File: src/rtl/alu_arbiter.sv
// Two-requester round-robin front end for a shared, fixed-latency ALU.
// One operation is in flight at a time: IDLE accepts, EXEC waits out the ALU, RESP returns the result.
module alu_arbiter #(
    parameter int unsigned ALU_LATENCY = 1
) (
    input  logic        clk,
    input  logic        rst,
    input  logic        req_valid_0,
    input  logic        req_valid_1,
    output logic        req_ready_0,
    output logic        req_ready_1,
    input  logic [31:0] req_a_0,
    input  logic [31:0] req_b_0,
    input  logic [31:0] req_a_1,
    input  logic [31:0] req_b_1,
    input  logic [2:0]  req_op_0,
    input  logic [2:0]  req_op_1,
    input  logic        req_la_0,
    input  logic        req_la_1,
    input  logic        req_as_0,
    input  logic        req_as_1,
    output logic        rsp_valid_0,
    output logic        rsp_valid_1,
    output logic [31:0] rsp_data_0,
    output logic [31:0] rsp_data_1,
    input  logic        rsp_ready_0,
    input  logic        rsp_ready_1,
    output logic [31:0] alu_operand_a,
    output logic [31:0] alu_operand_b,
    output logic [2:0]  alu_operation,
    output logic        alu_logic_arithmetic,
    output logic        alu_add_sub,
    input  logic [31:0] alu_out,
    output logic        busy
);

    typedef enum logic [1:0] {IDLE, EXEC, RESP} state_e;

    localparam logic [2:0] EXEC_LOAD = 3'(ALU_LATENCY);

    state_e      state_q;
    logic [31:0] a_q, b_q, result_q;
    logic [2:0]  op_q, cnt_q;
    logic        la_q, as_q, owner_q, last_grant_q;

    logic        grant_d;
    logic        sel_valid;
    logic        handshake;
    logic        rsp_release;

    // On a tie the requester that did not win last time is chosen.
    assign grant_d     = (req_valid_0 && req_valid_1) ? ~last_grant_q : req_valid_1;
    assign sel_valid   = grant_d ? req_valid_1 : req_valid_0;
    // NOTE: ready is gated by rst so no output can assert while reset is held.
    assign handshake   = (state_q == IDLE) && !rst && sel_valid;
    assign req_ready_0 = handshake && !grant_d;
    assign req_ready_1 = handshake && grant_d;
    assign rsp_release = owner_q ? rsp_ready_1 : rsp_ready_0;

    // NOTE: all state updates use non-blocking assignments so every register samples pre-edge values.
    always_ff @(posedge clk or posedge rst) begin
        if (rst) begin
            state_q      <= IDLE;
            a_q          <= '0;
            b_q          <= '0;
            op_q         <= '0;
            la_q         <= 1'b0;
            as_q         <= 1'b0;
            owner_q      <= 1'b0;
            last_grant_q <= 1'b1;
            cnt_q        <= '0;
            result_q     <= '0;
        end else begin
            case (state_q)
                IDLE: begin
                    if (handshake) begin
                        a_q          <= grant_d ? req_a_1  : req_a_0;
                        b_q          <= grant_d ? req_b_1  : req_b_0;
                        op_q         <= grant_d ? req_op_1 : req_op_0;
                        la_q         <= grant_d ? req_la_1 : req_la_0;
                        as_q         <= grant_d ? req_as_1 : req_as_0;
                        owner_q      <= grant_d;
                        last_grant_q <= grant_d;
                        cnt_q        <= EXEC_LOAD;
                        state_q      <= EXEC;
                    end
                end
                EXEC: begin
                    if (cnt_q == 3'd0) begin
                        result_q <= alu_out;
                        state_q  <= RESP;
                    end else begin
                        cnt_q <= cnt_q - 3'd1;
                    end
                end
                RESP: begin
                    if (rsp_release) begin
                        state_q <= IDLE;
                    end
                end
                default: state_q <= IDLE;
            endcase
        end
    end

    assign alu_operand_a        = a_q;
    assign alu_operand_b        = b_q;
    assign alu_operation        = op_q;
    assign alu_logic_arithmetic = la_q;
    assign alu_add_sub          = as_q;

    assign busy        = (state_q != IDLE);
    assign rsp_valid_0 = (state_q == RESP) && !owner_q;
    assign rsp_valid_1 = (state_q == RESP) && owner_q;
    assign rsp_data_0  = rsp_valid_0 ? result_q : 32'd0;
    assign rsp_data_1  = rsp_valid_1 ? result_q : 32'd0;

endmodule

File: config.mk
export PLATFORM = sky130hd
export DESIGN_NAME = alu_arbiter
export DESIGN_NICKNAME = d
export VERILOG_FILES = /design/src/rtl/alu_arbiter.sv
export SDC_FILE = /design/constraint.sdc
export NUM_CORES = 1
export LEC_CHECK = 0
export CELL_PAD_IN_SITES_DETAIL_PLACEMENT = 0
export CELL_PAD_IN_SITES_GLOBAL_PLACEMENT = 1
export CORE_ASPECT_RATIO = 1.1
export CORE_MARGIN = 5
export CORE_UTILIZATION = 30
export DETAILED_ROUTE_END_ITERATION = 10
export PLACE_DENSITY_LB_ADDON = 0.1
export SETUP_SLACK_MARGIN = 0.1
export SLEW_MARGIN = 10
export SYNTH_ARGS = -nofsm -noshare
export SYNTH_HDL_FRONTEND = slang
export SYNTH_SLANG_ARGS = --single-unit
export TNS_END_PERCENT = 5
File: constraint.sdc
create_clock -name clk -period 9.2 [get_ports clk]
set_input_delay 1.84 -clock clk [delete_from_list [all_inputs] [get_ports clk]]
set_output_delay 1.84 -clock clk [all_outputs]
set_load 0.01 [all_outputs]
==> PnR_summary.wiki <==
{| class="wikitable"
! Metric !! Value
|-
| Run status || completed
|-
| Post-synthesis simple-gate area fraction || 9.665%
|-
| Maximum number of pins on one net before global-route repair || 72
|-
| Antenna diode count || 0
|-
| Maximum buffer depth of the clock tree || 2
|-
| Wire length after detailed routing || 18,660 um
|-
| Static leakage || 3.529 nW
|-
| Via count of the first global-routing pass || 4,923
|-
| Number of setup buffers added after CTS || 0
|-
| Net Count, Synth || 596
|-
| Unrepaired setup endpoints after global routing || false
|-
| Final cell area excluding filler cells || 8732 um2
|-
| Number of iterations in the first detailed-routing pass || 4
|-
| Area after DPL || 8396 um2
|-
| CTS Buf Count || 9
|-
| Proportion of layout cells with a drive suffix above 1 || 6.853%
|-
| Initial antenna violation count || 0
|-
| Final min period || 5.907 ns
|-
| Worst Path Arrival || 4.07 ns
|-
| Total gr overflow || 0
|-
| Portion of total power attributed to combinational logic || 47.3%
|-
| Hold buffer count at CTS || 0
|-
| Estimated wirelength of the detail-placed design || 13,440 um
|-
| Area of the die || 19,900 um2
|-
| Number of clock sinks || 108
|-
| Sequential power share || 34.8%
|-
| Clock latency on the worst-skew pair || 0.35 ns
|-
| Largest fanout of any net on the critical path || 70
|-
| Cell-internal power || 1.648 mW
|-
| Fraction of synthesis flops using an asynchronous set or reset pin || 100.0%
|-
| Cells after synthesis || 418
|-
| Synthesized area || 5152 um2
|-
| Hold Vio Cnt, Final || 0
|-
| Fraction of the mapped netlist area in adder cells || 0.4857%
|-
| Post-synthesis share of cell area spent on xor and xnor gates || 0%
|-
| Portion of the clock cycle consumed by the worst path in the final layout || 64.20%
|-
| Warnings, synthesis || 0
|-
| Synthesized flop and latch total || 108
|-
| Multi-input combinational cell area || 2188 um2
|-
| Most instantiated library cell after synthesis || sky130_fd_sc_hd__dfrtp_1
|-
| Antenna Nets Post-Route || 0
|-
| Routed wire per std cell || 19.66 um
|-
| Critical Path Start Type || primary input
|-
| Final Setup Violations || 0
|-
| Post-placement worst setup slack || 3.218 ns
|-
| Number of vias in the routed layout || 4,607
|-
| Number of remaining DRC errors || 0
|-
| Number of enable flip-flop cells after synthesis || 0
|-
| Clock edge transition at the registers on the reported setup and hold paths || 0.07 ns
|-
| Horizontal die dimension || 135.0 um
|-
| Relative slew slack || 42.79%
|-
| Switching power of the nets || 0.7873 mW
|-
| Clk pwr share || 17.9%
|-
| Number of primary I/O pins || 314
|-
| Transition time at the pin with the least slew margin || 0.8582 ns
|-
| Register area || 2704 um2
|-
| Setup skew after layout || 0.007052 ns
|-
| Post-synthesis area per instance || 12.33 um2
|-
| Net count reported at finish || 888
|-
| Starting Density || 30.39%
|-
| GRT Total Usage || 18.20%
|-
| TritonCTS clock tree || built
|-
| Leading cell types by count after synthesis || sky130_fd_sc_hd__dfrtp_1 (107), sky130_fd_sc_hd__a221o_1 (69), sky130_fd_sc_hd__o21a_1 (69), sky130_fd_sc_hd__and2_1 (64), sky130_fd_sc_hd__buf_2 (18)
|-
| Power density relative to cell area || 278.9 nW/um2
|-
| Layout fillers || 1,534
|-
| Fraction of the yosys area taken by sequential cells || 52.48%
|-
| Beginning of the critical path || rst
|-
| Combinational family with the most area after synthesis || compound AO/OA/AOI/OAI gates
|-
| Critical register-to-register path startpoint || state_q[1]$_DFFE_PP0P_
|-
| Final count of pins violating max slew || 0
|-
| Placer's final routability congestion estimate || 0.7762
|-
| Ratio of routed vias to standard cells || 4.855
|-
| Compound-gate portion of the synthesized area || 24.43%
|-
| Worst setup slack after layout || 3.293 ns
|-
| Synthesis-to-finish area growth || 69.48%
|-
| DR iter-0 viols || 163
|-
| Max Cap Violations || 0
|-
| Chip Height || 147.5 um
|-
| Worst Path Required || 7.36 ns
|-
| Setup TNS Final || 0 ns
|-
| Switching share of power || 32.33%
|-
| Synth top area share || 51.97%
|-
| Post-layout total power || 2.435 mW
|-
| Number of gates resized after cts || 0
|-
| # port buffers || 313
|-
| Area of the core || 16,950 um2
|-
| Hold path start || result_q[12]$_DFFE_PP0P_
|-
| Proportion of synthesized area in mux cells || 7.625%
|-
| Most instantiated flip-flop cell in the synthesis netlist || sky130_fd_sc_hd__dfrtp_1
|-
| Yosys cell types || 25
|-
| # H-tree levels || 3
|-
| Critical Setup Path Class || primary input to primary output
|-
| Maximum clock frequency || 169.3 MHz
|-
| Root buf cell || sky130_fd_sc_hd__clkbuf_16
|-
| Worst min-delay path class || flip-flop to flip-flop
|-
| Worst vdd ir || 0.1206 mV
|-
| Core Rows || 50
|-
| Sort of element at the end of the critical path || primary output
|-
| Post-synth top area cell || sky130_fd_sc_hd__dfrtp_1
|-
| Largest cells by area after synthesis || sky130_fd_sc_hd__dfrtp_1 (52%), sky130_fd_sc_hd__a221o_1 (13%), sky130_fd_sc_hd__o21a_1 (10%), sky130_fd_sc_hd__and2_1 (7.8%), sky130_fd_sc_hd__mux2_1 (3.7%)
|-
| Wire length of the first global-routing pass || 28,390 um
|}
[layer usage]
layer	vias to the layer above	global-route usage (%)	wire (um)
li1	2147	-	-
met4	0	7.056	490
met5	-	0	0
met3	29	6.263	1670
met1	2222	21.77	7430
met2	209	30.18	9067
[power by group through the flow]
stage | logic (mW) | registers, mW | clock network, mW
floorplan | 0.572 | 0.890 | 0
global placement | 1.15 | 0.846 | 0
detailed placement | 1.17 | 0.851 | 0
CTS | 1.17 | 0.850 | 0.451
global route | 1.24 | 0.879 | 0.469
finish | 1.15 | 0.848 | 0.436
[stage by stage]
step	std cells	util (%)	hold slack [ns]
6_report	949	51.51	0.4994
3_3_place_gp	933	49.52	0.4789
5_1_grt	949	51.51	0.5185
2_1_floorplan	418	-	0.4637
4_1_cts	949	51.51	0.5010
3_5_place_dp	933	49.52	0.4851
[final timing paths]
| kind | depth (start not counted) | to | slack, ns |
|---|---|---|---|
| setup / recovery | 5 | req_ready_0 | 3.29 |
| hold / removal | 1 | result_q[12]$_DFFE_PP0P_ | 0.50 |
| setup reg to reg | 4 | alu_operand_a[22]$_DFFE_PP0P_ | 7.19 |
| hold reg to reg | 1 | result_q[12]$_DFFE_PP0P_ | 0.50 |
| max in group asynchronous | 3 | alu_operand_b[30]$_DFFE_PP0P_ | 5.95 |
| min in group asynchronous | 2 | result_q[25]$_DFFE_PP0P_ | 1.96 |
[critical path: stages]
cell	delay, ns
sky130_fd_sc_hd__clkdlybuf4s50_1	0.47
sky130_fd_sc_hd__nor3_1	0.24
sky130_fd_sc_hd__and3_2	0.22
sky130_fd_sc_hd__buf_4	0.58
sky130_fd_sc_hd__clkdlybuf4s50_1	0.68
[cells by family after synthesis]
logic type | after synthesis
compound gates | 146
flops | 108
simple gates | 83
buf+inv | 44
mux | 35
fa+ha+maj | 2
[cells in the final DEF (no fill, tap or decap)]
cell type / synthesis / routed
sky130_fd_sc_hd__nand2_1: 2 / 2
sky130_fd_sc_hd__nor2b_1: 1 / 1
sky130_fd_sc_hd__clkbuf_8: 0 / 2
sky130_fd_sc_hd__and2_1: 64 / 64
sky130_fd_sc_hd__bufinv_16: 0 / 2
sky130_fd_sc_hd__o21a_1: 69 / 69
sky130_fd_sc_hd__or3_2: 0 / 1
sky130_fd_sc_hd__clkinv_4: 0 / 1
sky130_fd_sc_hd__mux2_1: 17 / 17
sky130_fd_sc_hd__inv_1: 4 / 3
sky130_fd_sc_hd__dfrtp_1: 107 / 107
sky130_fd_sc_hd__mux2_2: 17 / 17
sky130_fd_sc_hd__nor3_1: 1 / 1
sky130_fd_sc_hd__ha_1: 2 / 2
sky130_fd_sc_hd__clkbuf_16: 0 / 9
sky130_fd_sc_hd__nor2_1: 6 / 4
sky130_fd_sc_hd__a221o_1: 69 / 69
sky130_fd_sc_hd__o21ai_0: 2 / 2
sky130_fd_sc_hd__buf_4: 0 / 8
sky130_fd_sc_hd__clkinvlp_4: 0 / 2
sky130_fd_sc_hd__or2_2: 1 / 1
sky130_fd_sc_hd__dfstp_2: 1 / 1
sky130_fd_sc_hd__inv_4: 0 / 1
sky130_fd_sc_hd__nor2_4: 0 / 1
sky130_fd_sc_hd__and3_2: 0 / 2
sky130_fd_sc_hd__a21o_1: 2 / 2
sky130_fd_sc_hd__mux2i_1: 1 / 1
sky130_fd_sc_hd__nor2_2: 0 / 1
sky130_fd_sc_hd__clkdlybuf4s50_1: 0 / 313
sky130_fd_sc_hd__nand2b_1: 5 / 5
sky130_fd_sc_hd__o22ai_1: 4 / 4
[registers in the layout, summed over array words and instances (netlist names), 2 cells and up]
register	flops
state_q	2
alu_operand_b	32
result_q	32
cnt_q	3
alu_operation	3
alu_operand_a	32
[final cells by class]
| type | count | share of cell area, % |
|---|---|---|
| Inverter | 4 | 0.2006 |
| Clock buffer | 11 | 2.894 |
| Multi-Input combinational cell | 266 | 25.06 |
| Timing Repair Buffer | 321 | 36.57 |
| Clock inverter | 5 | 0.9600 |
| Tap cell | 234 | 3.353 |
| Sequential cell | 108 | 30.96 |
(Power assumes the default switching activity.)
